===== config.mk =====
export PLATFORM = sky130hd
export DESIGN_NAME = voice_allocator
export DESIGN_NICKNAME = d
export VERILOG_FILES = /design/src/rtl/voice_allocator_pkg.sv /design/src/rtl/note_freq_rom.sv /design/src/rtl/voice_allocator.sv
export SDC_FILE = /design/constraint.sdc
export NUM_CORES = 1
export LEC_CHECK = 0
export CORE_ASPECT_RATIO = 1.2
export CORE_UTILIZATION = 55
export DETAILED_ROUTE_END_ITERATION = 7
export GPL_TIMING_DRIVEN = 0
export PLACE_DENSITY = 0.78
export SKIP_CTS_REPAIR_TIMING = 1
export SLEW_MARGIN = 30
export SYNTH_ARGS = -nofsm -noshare
export SYNTH_HDL_FRONTEND = slang
export SYNTH_SLANG_ARGS = --single-unit

===== constraint.sdc =====
create_clock -name main_clk -period 4.25 [get_ports main_clk]
set_input_delay 0.425 -clock main_clk [delete_from_list [all_inputs] [get_ports main_clk]]
set_output_delay 0.425 -clock main_clk [all_outputs]
set_load 0.02 [all_outputs]

===== src/rtl/voice_allocator_pkg.sv =====
// Shared definitions for the voice allocator: note width, FSM encoding,
// tuning reference constants and the note-to-frequency-word helper used
// to fill the ROM at elaboration time.
package voice_allocator_pkg;

  localparam int NOTE_BITS = 7;
  localparam int REF_NOTE  = 69;     // A4
  localparam real REF_HZ   = 440.0;  // A4 pitch

  typedef enum logic [1:0] {
    ST_IDLE   = 2'd0,
    ST_LOOKUP = 2'd1,
    ST_ASSIGN = 2'd2
  } state_t;

  // Equal-tempered pitch converted to a phase increment, rounded to nearest
  // and clamped to the all-ones word of the given width.
  function automatic longint freq_word(input int note, input int acc_bits,
                                       input int sample_hz, input int freq_bits);
    real hz;
    real w;
    real lim;
    hz  = REF_HZ * (2.0 ** ((real'(note) - real'(REF_NOTE)) / 12.0));
    w   = $floor(hz * (2.0 ** acc_bits) / real'(sample_hz) + 0.5);
    lim = (2.0 ** freq_bits) - 1.0;
    if (w > lim) w = lim;
    return longint'(w);
  endfunction

endpackage


===== src/rtl/note_freq_rom.sv =====
// 128-entry note-to-frequency-word ROM with a registered output.
// Latency: 1 cycle from note to freq. No flow control; reads every cycle.
// Contents are fixed at elaboration from the accumulator/sample-rate parameters.
module note_freq_rom
  import voice_allocator_pkg::*;
#(
  parameter int FREQ_BITS        = 16,
  parameter int ACCUMULATOR_BITS = 24,
  parameter int SAMPLE_CLK_FREQ  = 1000000
) (
  input  logic                 main_clk,
  input  logic                 rst,
  input  logic [NOTE_BITS-1:0] note,
  output logic [FREQ_BITS-1:0] freq
);

  logic [FREQ_BITS-1:0] rom_tbl [128];

  for (genvar n = 0; n < 128; n++) begin : g_rom
    localparam logic [FREQ_BITS-1:0] WORD =
      FREQ_BITS'(freq_word(n, ACCUMULATOR_BITS, SAMPLE_CLK_FREQ, FREQ_BITS));
    assign rom_tbl[n] = WORD;
  end

  // Registered read port
  always_ff @(posedge main_clk or posedge rst) begin
    if (rst) freq <= '0;
    else     freq <= rom_tbl[note];
  end

endmodule


===== src/rtl/voice_allocator.sv =====
// Polyphonic voice allocator: maps note-on/off events onto gated voices.
// Latency: outputs update on the 3rd edge counting the accept edge (IDLE->LOOKUP->ASSIGN).
// Backpressure: ev_ready high only in IDLE, so at most one event per 3 cycles.
module voice_allocator
  import voice_allocator_pkg::*;
#(
  parameter int NUM_VOICES       = 4,
  parameter int FREQ_BITS        = 16,
  parameter int ACCUMULATOR_BITS = 24,
  parameter int SAMPLE_CLK_FREQ  = 1000000
) (
  input  logic                            main_clk,
  input  logic                            rst,
  input  logic                            ev_valid,
  output logic                            ev_ready,
  input  logic                            ev_note_on,
  input  logic [NOTE_BITS-1:0]            ev_note,
  input  logic [NUM_VOICES-1:0]           voice_idle,
  output logic [NUM_VOICES-1:0]           voice_gate,
  output logic [NUM_VOICES*FREQ_BITS-1:0] voice_freq
);

  localparam int IW = $clog2(NUM_VOICES);
  localparam logic [IW-1:0] OLDEST = IW'(NUM_VOICES - 1);

  state_t               state;
  logic                 cap_on;
  logic [NOTE_BITS-1:0] cap_note;
  logic [FREQ_BITS-1:0] rom_freq;
  logic [NOTE_BITS-1:0] vnote [NUM_VOICES];
  logic [IW-1:0]        rank  [NUM_VOICES];   // 0 = most recently started
  logic [FREQ_BITS-1:0] vfreq [NUM_VOICES];

  logic          same_hit, idle_hit, free_hit;
  logic [IW-1:0] same_idx, idle_idx, free_idx, old_idx, tgt;

  note_freq_rom #(
    .FREQ_BITS       (FREQ_BITS),
    .ACCUMULATOR_BITS(ACCUMULATOR_BITS),
    .SAMPLE_CLK_FREQ (SAMPLE_CLK_FREQ)
  ) u_rom (
    .main_clk(main_clk),
    .rst     (rst),
    .note    (cap_note),
    .freq    (rom_freq)
  );

  assign ev_ready = (state == ST_IDLE);

  for (genvar g = 0; g < NUM_VOICES; g++) begin : g_freq_out
    assign voice_freq[g*FREQ_BITS +: FREQ_BITS] = vfreq[g];
  end

  // Note-on target: retrigger same note, else idle free voice, else releasing voice, else steal oldest.
  // Scanning downward lets the lowest matching index win each category.
  always_comb begin
    same_hit = 1'b0;
    idle_hit = 1'b0;
    free_hit = 1'b0;
    same_idx = '0;
    idle_idx = '0;
    free_idx = '0;
    old_idx  = '0;
    for (int i = NUM_VOICES - 1; i >= 0; i--) begin
      if (voice_gate[i] && (vnote[i] == cap_note)) begin
        same_hit = 1'b1;
        same_idx = IW'(i);
      end
      if (!voice_gate[i] && voice_idle[i]) begin
        idle_hit = 1'b1;
        idle_idx = IW'(i);
      end
      if (!voice_gate[i]) begin
        free_hit = 1'b1;
        free_idx = IW'(i);
      end
      if (rank[i] == OLDEST) old_idx = IW'(i);
    end
    tgt = old_idx;
    if (same_hit)      tgt = same_idx;
    else if (idle_hit) tgt = idle_idx;
    else if (free_hit) tgt = free_idx;
  end

  // Event FSM plus per-voice state update at the end of ASSIGN
  always_ff @(posedge main_clk or posedge rst) begin
    if (rst) begin
      state      <= ST_IDLE;
      cap_on     <= 1'b0;
      cap_note   <= '0;
      voice_gate <= '0;
      for (int i = 0; i < NUM_VOICES; i++) begin
        vnote[i] <= '0;
        vfreq[i] <= '0;
        rank[i]  <= IW'(i);
      end
    end else begin
      case (state)
        ST_IDLE: begin
          if (ev_valid) begin
            cap_on   <= ev_note_on;
            cap_note <= ev_note;
            state    <= ST_LOOKUP;
          end
        end
        ST_LOOKUP: state <= ST_ASSIGN;
        ST_ASSIGN: begin
          state <= ST_IDLE;
          if (cap_on) begin
            // Gate is written high even on retrigger/steal, so it never dips.
            voice_gate[tgt] <= 1'b1;
            vfreq[tgt]      <= rom_freq;
            vnote[tgt]      <= cap_note;
            for (int j = 0; j < NUM_VOICES; j++) begin
              if (rank[j] < rank[tgt]) rank[j] <= rank[j] + 1'b1;
            end
            rank[tgt] <= '0;
          end else begin
            for (int j = 0; j < NUM_VOICES; j++) begin
              if (voice_gate[j] && (vnote[j] == cap_note)) voice_gate[j] <= 1'b0;
            end
          end
        end
        default: state <= ST_IDLE;
      endcase
    end
  end

endmodule

==> reports/results.tsv <==
stage	metric	value	unit
worst_setup_path	CP top delay family	simple AND/OR/NAND/NOR gates	
floorplan	IO Pins	84	
floorplan	core area	13300	um^2
floorplan	Initial Util	56.61	%
placed_design	Post-Place Worst Slack	0.7236	ns
worst_setup_path	CP peak stage delay	0.58	ns
timing	Tcrit/Tclk final	85.79	%
synth	area of the mapped netlist	7526	um^2
timing	Setup Skew	0.01688	ns
worst_setup_path	worst-path cell chain	buf_2 -> xnor2_1 -> nand4_1 -> nor2_1 -> nor2_1 -> a311oi_1 -> nand3_1 -> clkbuf_1 -> mux2_2	
worst_setup_path	Startpoint Class	register	
flow_run	max_cap viols	0	
timing	Max Fclk	274.3	MHz
cts	number of H-tree levels	4	
floorplan	die height	130.1	um
timing	relative slew slack	41.43	%
routing	total number of vias	7316	
worst_setup_path	Worst Setup End Kind	register	
timing	post-route setup slack	0.6037	ns
layout	multi-input logic area	3904	um^2
floorplan	die width	108.8	um
floorplan	# rows	46	
routing	wirelength, routed	28560	um
worst_setup_path	CP most frequent cell	nor2_1	
synth	mux contribution to synthesized area	15.20	%
cts	clock root buffer	clkbuf_16	
worst_setup_path	slowest CP cell	dfrtp_1	
timing	RSZ-0062 raised after global routing	false	
cts	worst-case clock buffer depth	2	
routing	drc violations	0	
layout	Reg area	3258	um^2
timing	Final setup viols	0	
timing	worst hold margin	0.3590	ns
synth	register bit total from synthesis	130	
synth	FFs w/ async S/R, synth	100.0	%
layout	Filler Cell Count	924	
worst_setup_path	Buf/Inv on CP	2	
cts	CTS tree	done	
grt	global-route wire length before repair	42680	um
routing	1st-iter DRT viols	1049	
timing	min cycle time layout	3.646	ns
timing	final hold vios	0	
grt	GRT Total Usage	41.30	%
synth	Syn Nets	793	
timing	setup_tns	0	ns
cts	total CTS buffers	17	
grt	largest net degree at the start of global routing	95	
cts	# clock sinks	130	
synth	Mapped Cells	761	
cts	clk slew on worst S/H paths	0.07	ns
layout	fin nets	896	
status	status	finished, final reports clean	
grt	antenna violations before repair	0	
worst_setup_path	Crit Path Max Fanout	10	
cts	clock insertion delay at the later pin of the skew report	0.43	ns
layout	share of layout cells above drive strength 1	18.93	%
layout	number of diodes	0	
routing	drt first pass iters	6	
pwr	Leakage	3.997	nW
layout	P&R area growth vs syn	22.18	%
synth	EDFF count, synth	0	
synth	compound-cell area share of the yosys netlist	19.48	%
synth	Post-Synth Simple-Gate Area	10.86	%
synth	Seq/Total Area, Yosys	43.29	%
synth	Cell variety after synth	66	
grt	number of global-route vias before repair	7184	
placed_design	Final GP Congestion	1.052	
routing	Vias/cell	7.001	
floorplan	die area	14160	um^2
placed_design	PortBufs	83	
synth	ys flop type	dfrtp_1	
worst_setup_path	crit path DAT	3.96	ns
synth	Post-Synth Adder-Cell Area	2.959	%
synth	largest family of logic cells by synthesized area	compound AO/OA/AOI/OAI gates	
pwr	power per cell area	809.5	nW/um^2
worst_setup_path	CP required	4.56	ns
timing	fin. max-slew vios	0	
synth	Synth Area per Inst	9.890	um^2
worst_setup_path	Crit Path Class	register to register	
grt	total gr overflow	0	
synth	Post-Synth XOR/XNOR Area	3.375	%
hold_path	HP Class	primary input to async pin	
routing	routed wire length per instance	27.33	um
placed_design	post-DP HPWL	19380	um
routing	Post-DRT Antenna Nets	0	
timing	worst slew pin tran	0.8786	ns
synth	synth warn	0	
pwr	maximum VDD drop	636.8	uV
-- through the flow --
step,instance area (um^2),cells,power (mW),util (%)
CTS,9195,1045,7.278,69.16
finish,9195,1045,7.443,69.16
global route,9195,1045,7.708,69.16
global placement,8567,1012,5.569,64.44
detailed placement,8602,1013,5.723,64.70
floorplan,7526,761,4.325,-
-- layout by cell type (no fill, tap or decap), types with 14 or more instances in the layout --
cell	n
nand2_1	71
nand3_1	14
inv_1	23
a211oi_1	14
nor2_1	50
o21ai_0	69
clkbuf_16	17
xor2_1	14
ha_1	17
dfrtp_1	126
mux2_2	89
clkdlybuf4s50_1	83
a21oi_1	54
xnor2_1	15
clkbuf_1	35
o211ai_1	14
-- state kept, by name, indices dropped and copies added (netlist names) --
name,count
u_rom.freq,16
vnote,28
voice_freq,64
state,2
voice_gate,4
rank,8
cap_note,7
cap_on,1
-- layout make-up --
type                       count  area share [%]
multi-input combinational    544           42.45
tap                          168           2.286
clock buffer                  17           4.626
buffer                        61           2.898
sequential                   130           35.43
timing repair buffer          84           9.335
clock inverter                15           1.823
inverter                      26           1.143
-- kinds of logic (layout without fill, tap and decap cells) --
group | count (synthesis) | count (layout)
fa+ha+maj | 18 | 18
xor+xnor | 29 | 29
simple gates | 177 | 177
compound gates | 222 | 222
mux | 98 | 98
flops | 130 | 130
buf+inv | 87 | 203
-- power breakdown --
part | leakage, nW | switching (mW) | internal (mW)
combinational | 2.05 | 2.29 | 1.54
sequential | 1.66 | 0.413 | 1.71
clock | 0.288 | 0.652 | 0.838
-- cell usage after synthesis (14+ instances only) --
cell type / n / area (um^2)
a21oi_1: 54 / 270.3
inv_1: 24 / 90.09
a211oi_1: 14 / 105.1
ha_1: 17 / 212.7
dfrtp_1: 126 / 3153
o21ai_0: 69 / 345.3
nand3_1: 14 / 70.07
xnor2_1: 15 / 131.4
clkbuf_1: 35 / 131.4
mux2_2: 89 / 1002
o211ai_1: 14 / 105.1
nor2_1: 50 / 187.7
nand2_1: 71 / 266.5
xor2_1: 14 / 122.6
-- routing by layer --
layer	up-vias	wire length [um]	GRT usage, %
met3	197	2391	9.241
met2	567	13670	68.88
met4	0	2194	26.63
met5	-	0	0
met1	3589	10300	47.78
li1	2963	-	-
-- path summary, 6_finish.rpt --
check / start / endpoint / slack (ns) / cells after the start
worst min register to register: voice_freq[17] / voice_freq[17] / 0.51 / 1
min in group main_clk: voice_freq[17] / voice_freq[17] / 0.51 / 1
max in group asynchronous: rst / rank[3] / 3.12 / 3
worst max register to register: cap_note[2] / voice_freq[63] / 0.60 / 9
worst max-delay path: cap_note[2] / voice_freq[63] / 0.60 / 9
worst min-delay path: rst / voice_freq[57] / 0.36 / 2
No activity file was read; power rests on OpenSTA's default activity.
